File: config.mk
export PLATFORM = sky130hd
export DESIGN_NAME = mem_issue_queue_m
export DESIGN_NICKNAME = d
export VERILOG_FILES = /design/src/rtl/mem_issue_queue_m.sv
export SDC_FILE = /design/constraint.sdc
export NUM_CORES = 2
export LEC_CHECK = 0
export BUFFER_PORTS_ARGS = -buffer_cell sky130_fd_sc_hd__buf_4
export CORE_ASPECT_RATIO = 0.75
export CORE_MARGIN = 4
export CORE_UTILIZATION = 58
export CTS_BUF_LIST = sky130_fd_sc_hd__clkbuf_4
export DETAILED_ROUTE_END_ITERATION = 8
export PLACE_DENSITY = 0.84
export SLEW_MARGIN = 20
export SYNTH_ARGS = -nofsm -noshare
export SYNTH_HDL_FRONTEND = slang
export SYNTH_SLANG_ARGS = --single-unit
File: constraint.sdc
create_clock -name i_clk -period 37.7 [get_ports i_clk]
set_input_delay 1.885 -clock i_clk [delete_from_list [all_inputs] [get_ports i_clk]]
set_output_delay 1.885 -clock i_clk [all_outputs]
set_load 0.05 [all_outputs]
File: src/rtl/mem_issue_queue_m.sv
// In-order issue queue for memory micro-ops: buffers dispatched loads/stores, captures late
// operands from the result bypass, drops branch-killed entries and issues one packet per cycle.
module mem_issue_queue_m #(
    parameter int unsigned WIDTH_QUEUE = 3,
    parameter int unsigned WIDTH_BRM   = 4,
    parameter int unsigned WIDTH_REG   = 5,
    parameter int unsigned WIDTH       = 1 + 7 + WIDTH_BRM + WIDTH_REG + 10 + 4 * 32
) (
    input  logic                   i_clk,
    input  logic                   i_rst,
    input  logic                   i_wr,
    input  logic [WIDTH-1:0]       i_instr,
    input  logic [WIDTH_REG-1:0]   i_rs1,
    input  logic [WIDTH_REG-1:0]   i_rs2,
    input  logic                   i_rdy1,
    input  logic                   i_rdy2,
    input  logic [33+WIDTH_REG-1:0] i_bypass,
    input  logic [WIDTH_BRM-1:0]   i_brkill,
    input  logic [WIDTH_BRM-1:0]   i_brok,
    output logic [WIDTH-1:0]       o_instr,
    output logic                   o_full,
    output logic                   o_empty
);

    localparam int DEPTH   = 1 << WIDTH_QUEUE;
    localparam int LO_W    = WIDTH_REG + 138;  // {rd, pc, func, imm, op2, op1}
    localparam int BRM_LSB = LO_W;
    localparam int UOP_LSB = BRM_LSB + WIDTH_BRM;
    localparam int BYP_W   = 33 + WIDTH_REG;
    localparam logic [WIDTH_QUEUE:0] DEPTH_CNT = (WIDTH_QUEUE + 1)'(DEPTH);

    logic [WIDTH_QUEUE:0]   head_q, head_d, tail_q, tail_d, count;
    logic [WIDTH_QUEUE-1:0] head_idx, tail_idx;
    logic [DEPTH-1:0]       live_q, live_d, rdy1_q, rdy1_d, rdy2_q, rdy2_d;
    logic [WIDTH_REG-1:0]   rs1_q [DEPTH];
    logic [WIDTH_REG-1:0]   rs1_d [DEPTH];
    logic [WIDTH_REG-1:0]   rs2_q [DEPTH];
    logic [WIDTH_REG-1:0]   rs2_d [DEPTH];
    logic [WIDTH_BRM-1:0]   brm_q [DEPTH];
    logic [WIDTH_BRM-1:0]   brm_d [DEPTH];
    logic [6:0]             uop_q [DEPTH];
    logic [6:0]             uop_d [DEPTH];
    logic [LO_W-1:0]        lo_q  [DEPTH];
    logic [LO_W-1:0]        lo_d  [DEPTH];

    logic                   byp_val, byp_hit, enq, issue, head_adv, head_kill, full, empty;
    logic [WIDTH_REG-1:0]   byp_tag;
    logic [31:0]            byp_data;
    logic [WIDTH_BRM-1:0]   in_brm;
    logic                   unused_val;

    assign byp_val    = i_bypass[BYP_W-1];
    assign byp_tag    = i_bypass[32 +: WIDTH_REG];
    assign byp_data   = i_bypass[31:0];
    assign byp_hit    = byp_val && (byp_tag != '0);
    assign in_brm     = i_instr[BRM_LSB +: WIDTH_BRM];
    assign unused_val = i_instr[WIDTH-1];

    assign head_idx = head_q[WIDTH_QUEUE-1:0];
    assign tail_idx = tail_q[WIDTH_QUEUE-1:0];
    assign count    = tail_q - head_q;
    assign full     = (count == DEPTH_CNT);
    assign empty    = (count == '0);
    assign o_full   = full;
    assign o_empty  = empty;
    assign enq      = i_wr && !full;

    // A head being killed this cycle is not issued; it turns dead and is skipped next cycle.
    assign head_kill = |(brm_q[head_idx] & i_brkill);
    assign issue     = !empty && live_q[head_idx] && rdy1_q[head_idx] && rdy2_q[head_idx]
                       && !head_kill;
    assign head_adv  = !empty && (issue || !live_q[head_idx]);

    assign o_instr = {issue, uop_q[head_idx], brm_q[head_idx] & ~i_brok, lo_q[head_idx]};

    assign head_d = head_q + {{WIDTH_QUEUE{1'b0}}, head_adv};
    assign tail_d = tail_q + {{WIDTH_QUEUE{1'b0}}, enq};

    always_comb begin
        live_d = live_q;
        rdy1_d = rdy1_q;
        rdy2_d = rdy2_q;
        rs1_d  = rs1_q;
        rs2_d  = rs2_q;
        brm_d  = brm_q;
        uop_d  = uop_q;
        lo_d   = lo_q;
        for (int i = 0; i < DEPTH; i++) begin
            if (byp_hit && live_q[i] && !rdy1_q[i] && (rs1_q[i] == byp_tag)) begin
                rdy1_d[i]       = 1'b1;
                lo_d[i][31:0]   = byp_data;
            end
            if (byp_hit && live_q[i] && !rdy2_q[i] && (rs2_q[i] == byp_tag)) begin
                rdy2_d[i]       = 1'b1;
                lo_d[i][63:32]  = byp_data;
            end
            // Kill is judged on the pre-resolve mask, so kill wins over a same-bit resolve.
            if (|(brm_q[i] & i_brkill)) begin
                live_d[i] = 1'b0;
            end
            brm_d[i] = brm_q[i] & ~i_brok;
        end
        if (enq) begin
            live_d[tail_idx] = ~|(in_brm & i_brkill);
            brm_d[tail_idx]  = in_brm & ~i_brok;
            uop_d[tail_idx]  = i_instr[UOP_LSB +: 7];
            lo_d[tail_idx]   = i_instr[LO_W-1:0];
            rs1_d[tail_idx]  = i_rs1;
            rs2_d[tail_idx]  = i_rs2;
            rdy1_d[tail_idx] = i_rdy1;
            rdy2_d[tail_idx] = i_rdy2;
            if (!i_rdy1 && byp_hit && (i_rs1 == byp_tag)) begin
                rdy1_d[tail_idx]       = 1'b1;
                lo_d[tail_idx][31:0]   = byp_data;
            end
            if (!i_rdy2 && byp_hit && (i_rs2 == byp_tag)) begin
                rdy2_d[tail_idx]       = 1'b1;
                lo_d[tail_idx][63:32]  = byp_data;
            end
        end
    end

    always_ff @(posedge i_clk or posedge i_rst) begin
        if (i_rst) begin
            head_q <= '0;
            tail_q <= '0;
            live_q <= '0;
            rdy1_q <= '0;
            rdy2_q <= '0;
            for (int i = 0; i < DEPTH; i++) begin
                rs1_q[i] <= '0;
                rs2_q[i] <= '0;
                brm_q[i] <= '0;
                uop_q[i] <= '0;
                lo_q[i]  <= '0;
            end
        end else begin
            head_q <= head_d;
            tail_q <= tail_d;
            live_q <= live_d;
            rdy1_q <= rdy1_d;
            rdy2_q <= rdy2_d;
            rs1_q  <= rs1_d;
            rs2_q  <= rs2_d;
            brm_q  <= brm_d;
            uop_q  <= uop_d;
            lo_q   <= lo_d;
        end
    end

endmodule

==> qor.yml <==
synth:
  post-synth-top-count-cell: "sky130_fd_sc_hd__nand2_1"
  post_synth_inst_count: 6600
  synth_area_sq_um: 66500
  ys_dominant_reg_cell: "sky130_fd_sc_hd__dfrtp_1"
  synth.area.top_cells: "sky130_fd_sc_hd__dfrtp_1, sky130_fd_sc_hd__nand2_1, sky130_fd_sc_hd__mux4_2, sky130_fd_sc_hd__o221a_1, sky130_fd_sc_hd__or2_2"
  synth_top_area_share_pct: 50.6
  synth_edf_count: 0
  synth.top_cells.by_count: "sky130_fd_sc_hd__nand2_1, sky130_fd_sc_hd__dfrtp_1, sky130_fd_sc_hd__o221a_1"
  yosysWarningCount: 0
  yosysTopAreaCell: "sky130_fd_sc_hd__dfrtp_1"
  synth-async-reset-ratio_pct: 100
  yosys_register_bits: 1344
  netlist-cell-type-count: 51
  synthesis.nets: 6823
  synthesis.area_per_instance_sq_um: 10.1
  yosysSeqAreaShare_pct: 50.6
setup_path:
  critical_path.max_stage_delay_ns: 0.91
  crit_path_cell_trace: "inv_6 -> ha_1 -> a21oi_1 -> a21o_1 -> nand4_1 -> buf_4 -> inv_1 -> buf_4"
  critPathMostFrequentCell: "sky130_fd_sc_hd__buf_4"
  critical_path.reg2reg.startpoint: "head_q[2]$_DFF_PP0_"
  worst-r2r-cell-count: 12
  timing.critical_path.slowest_stage_cell: "sky130_fd_sc_hd__inv_6"
  timing.setup.critical_path_class: "register to output pin"
  cp-end-kind: "output pin"
  worstReg2RegEnd: "brm_q[19]$_DFF_PP0_"
  critPathArrivalTime_ns: 5.26
  crit_path_max_delay_family: "buffers and inverters"
  cp_num_cells: 8
  timing.critical_path.required_ns: 35.81
  critical_path.startpoint_type: "register"
  reg2reg_slack_ns: 31.56
  critical_path_buffer_and_inverter_count: 4
  timing.critical_path.fanout_max: 87
clock_tree:
  clk_pin_slew_ns: 0.07
  cts_tree: "done"
  holdBufCountCts: 0
  cts_sinks: 1344
  insertion_delay_ns: 1.31
  clock_buffer_depth: 4
  post_cts.repair.setup_buffers: 0
  cts_inserted_buffers: 342
  cts-htree-levels: 5
  cts_root_buf: "sky130_fd_sc_hd__clkbuf_4"
  count_of_cells_resized_by_post_cts_repair: 0
placement:
  dp_hpwl_um: 116000
  finalWeightedCongestion: 0.866
  port-buffer-count: 371
sta:
  maxClockFrequency_ghz: 0.140
  final.period_utilization_pct: 19.0
  transition_at_the_pin_with_the_smallest_max_transition_slack_ns: 1.20
  finalCriticalPeriod_ns: 7.15
  holdWs_ns: 0.468
  report.final.hold_viol_count: 0
  max_slew_margin_pct: 19.9
  final.setup.tns_ns: 0
  setup_viol: 0
  rsz0062_at_grt: "no"
  timing_max_transition_violations_final: 0
  clock-skew-final_ns: 0.134
die:
  initial_core_util_pct: 58.5
  fp.dieW_um: 399
  placeableCoreArea_sq_um: 114000
  die_y_um: 301
  rows: 107
  ioPinCount: 373
  die_area_sq_um: 120000
detailed_routing:
  antenna_violating_nets_post_route: 0
  iteration_count_of_the_initial_detailed_routing_pass: 6
  drt_iter0_drc: 6576
  drt_drc_violations_left: 0
  via_per_inst: 6.34
  sum_of_routed_wire_length_over_all_layers_um: 210000
  wl_per_cell_um: 24.7
  number_of_vias_after_detailed_routing: 53800
worst_hold_path:
  hold_end: "lo_q[225]$_DFFE_PP0P_"
  hp-class: "register to register"
  worst_hold_startpoint: "lo_q[225]$_DFFE_PP0P_"
  hold_depth: 2
cells_and_area:
  syn_to_final_growth_pct: 9.94
  layout.nets: 6955
  drive_above_1_share_pct: 23.5
grt:
  grt_overflow_total: 0
  grt_max_degree: 180
  first_global_vias: 55900
  first_pass_grt_wire_length_um: 323000
  grt_antenna_before_repair: 49
  track_usage_pct: 34.9
power_and_ir_drop:
  power_leakage_uw: 0.0347
  cellPowerDensity_nw_per_um2: 101
  peakVddDrop_mv: 0.0996
status:
  status: "finished, final reports clean"
job:
  maxCapViolations: 0
[stage by stage]
step	utilization, %	cells	power [uW]	area, sq um	worst slack, ns
CTS	64.2	8451	7310	72900	30.50
global placement	60.7	7911	5930	69000	30.73
finish	64.3	8494	7350	73100	30.55
global route	64.3	8485	7740	73100	30.37
floorplan	-	6600	5070	66500	17.23
detailed placement	60.7	7911	6080	69000	30.67
[cells in the final DEF, fill, tap and decap left out, drive strengths merged, types with 11 or more instances in the layout]
master and count:
nor2 29, mux4 302, clkinv 51, dfrtp 1344
clkbuf 481, and2 11, nand4 30, or2 256
a21oi 50, nand2b 178, xor2 13, o21ai 13
buf 472, diode 40, o221a 512, or2b 90
nand2 2867, xnor2 83, a22oi 13, inv 15
nor4 11, nor3 11, mux2i 32
[worst max-delay path by stage]
stage / slack (ns) / startpoint / endpoint
final: 30.55 / head_q[2]$_DFF_PP0_ / o_full
after global routing: 30.37 / head_q[2]$_DFF_PP0_ / o_full
after CTS: 30.50 / head_q[2]$_DFF_PP0_ / o_full
after detailed placement: 30.67 / i_rst / lo_q[253]$_DFFE_PP0P_
after global placement: 30.73 / i_rst / lo_q[111]$_DFFE_PP0P_
after floorplan: 17.23 / i_rst / brm_q[0]$_DFF_PP0_
[routing by layer]
metal	vias up	global-route usage, %	share of wire (%)	routed length [um]
met5	-	0	0.093	195
met4	26	18.8	4.8	10100
met3	692	11.8	13	28300
met2	3768	52.3	45	95300
met1	26800	45.3	36	76300
li1	22600	-	-	-
[final cells by class]
type | count | area, sq um
well taps | 1526 | 1910
diodes | 40 | 100
inverters | 13 | 57.6
clock inverters | 60 | 374
clock buffers | 480 | 3600
flip-flops and latches | 1344 | 33600
multi-input cells | 4558 | 29800
fillers | 8528 | 40500
repair buffers | 473 | 3670
[worst reg2reg max path, stage by stage (launching register included)]
cell and delay (ns):
sky130_fd_sc_hd__dfrtp_4 0.75, sky130_fd_sc_hd__inv_6 0.96, sky130_fd_sc_hd__ha_1 0.45, sky130_fd_sc_hd__a21oi_1 0.19, sky130_fd_sc_hd__nand3_1 0.12, sky130_fd_sc_hd__nand4_1 0.12
sky130_fd_sc_hd__buf_4 0.43, sky130_fd_sc_hd__inv_1 0.55, sky130_fd_sc_hd__nor2_4 0.80, sky130_fd_sc_hd__buf_4 0.66, sky130_fd_sc_hd__buf_4 0.75, sky130_fd_sc_hd__nand2_1 0.15
sky130_fd_sc_hd__a21oi_1 0.15
[logic make-up after synthesis]
group	after synthesis	synth area share (%)
flip-flops	1344	50.6
buffers and inverters	698	5.07
AO/OA/AOI/OAI	616	9.69
AND/OR/NAND/NOR	3505	22.3
XOR/XNOR	96	1.26
adder cells (fa/ha/maj)	7	0.132
multiplexers	334	11.0
[flip-flops by register name (all words and copies together), names as in the netlist]
name and count:
head_q 4, live_q 8, rs2_q 40, rs1_q 40, brm_q 32, rdy2_q 8
tail_q 4, rdy1_q 8, uop_q 56, lo_q 1144
[power breakdown]
part,leakage (uW),switching (uW),total (uW),internal (uW)
combinational,0.0161,2140,3630,1500
clock,0.00240,604,1220,614
sequential,0.0162,397,2500,2100
total,0.0347,3140,7350,4210
(Power assumes the default switching activity.)
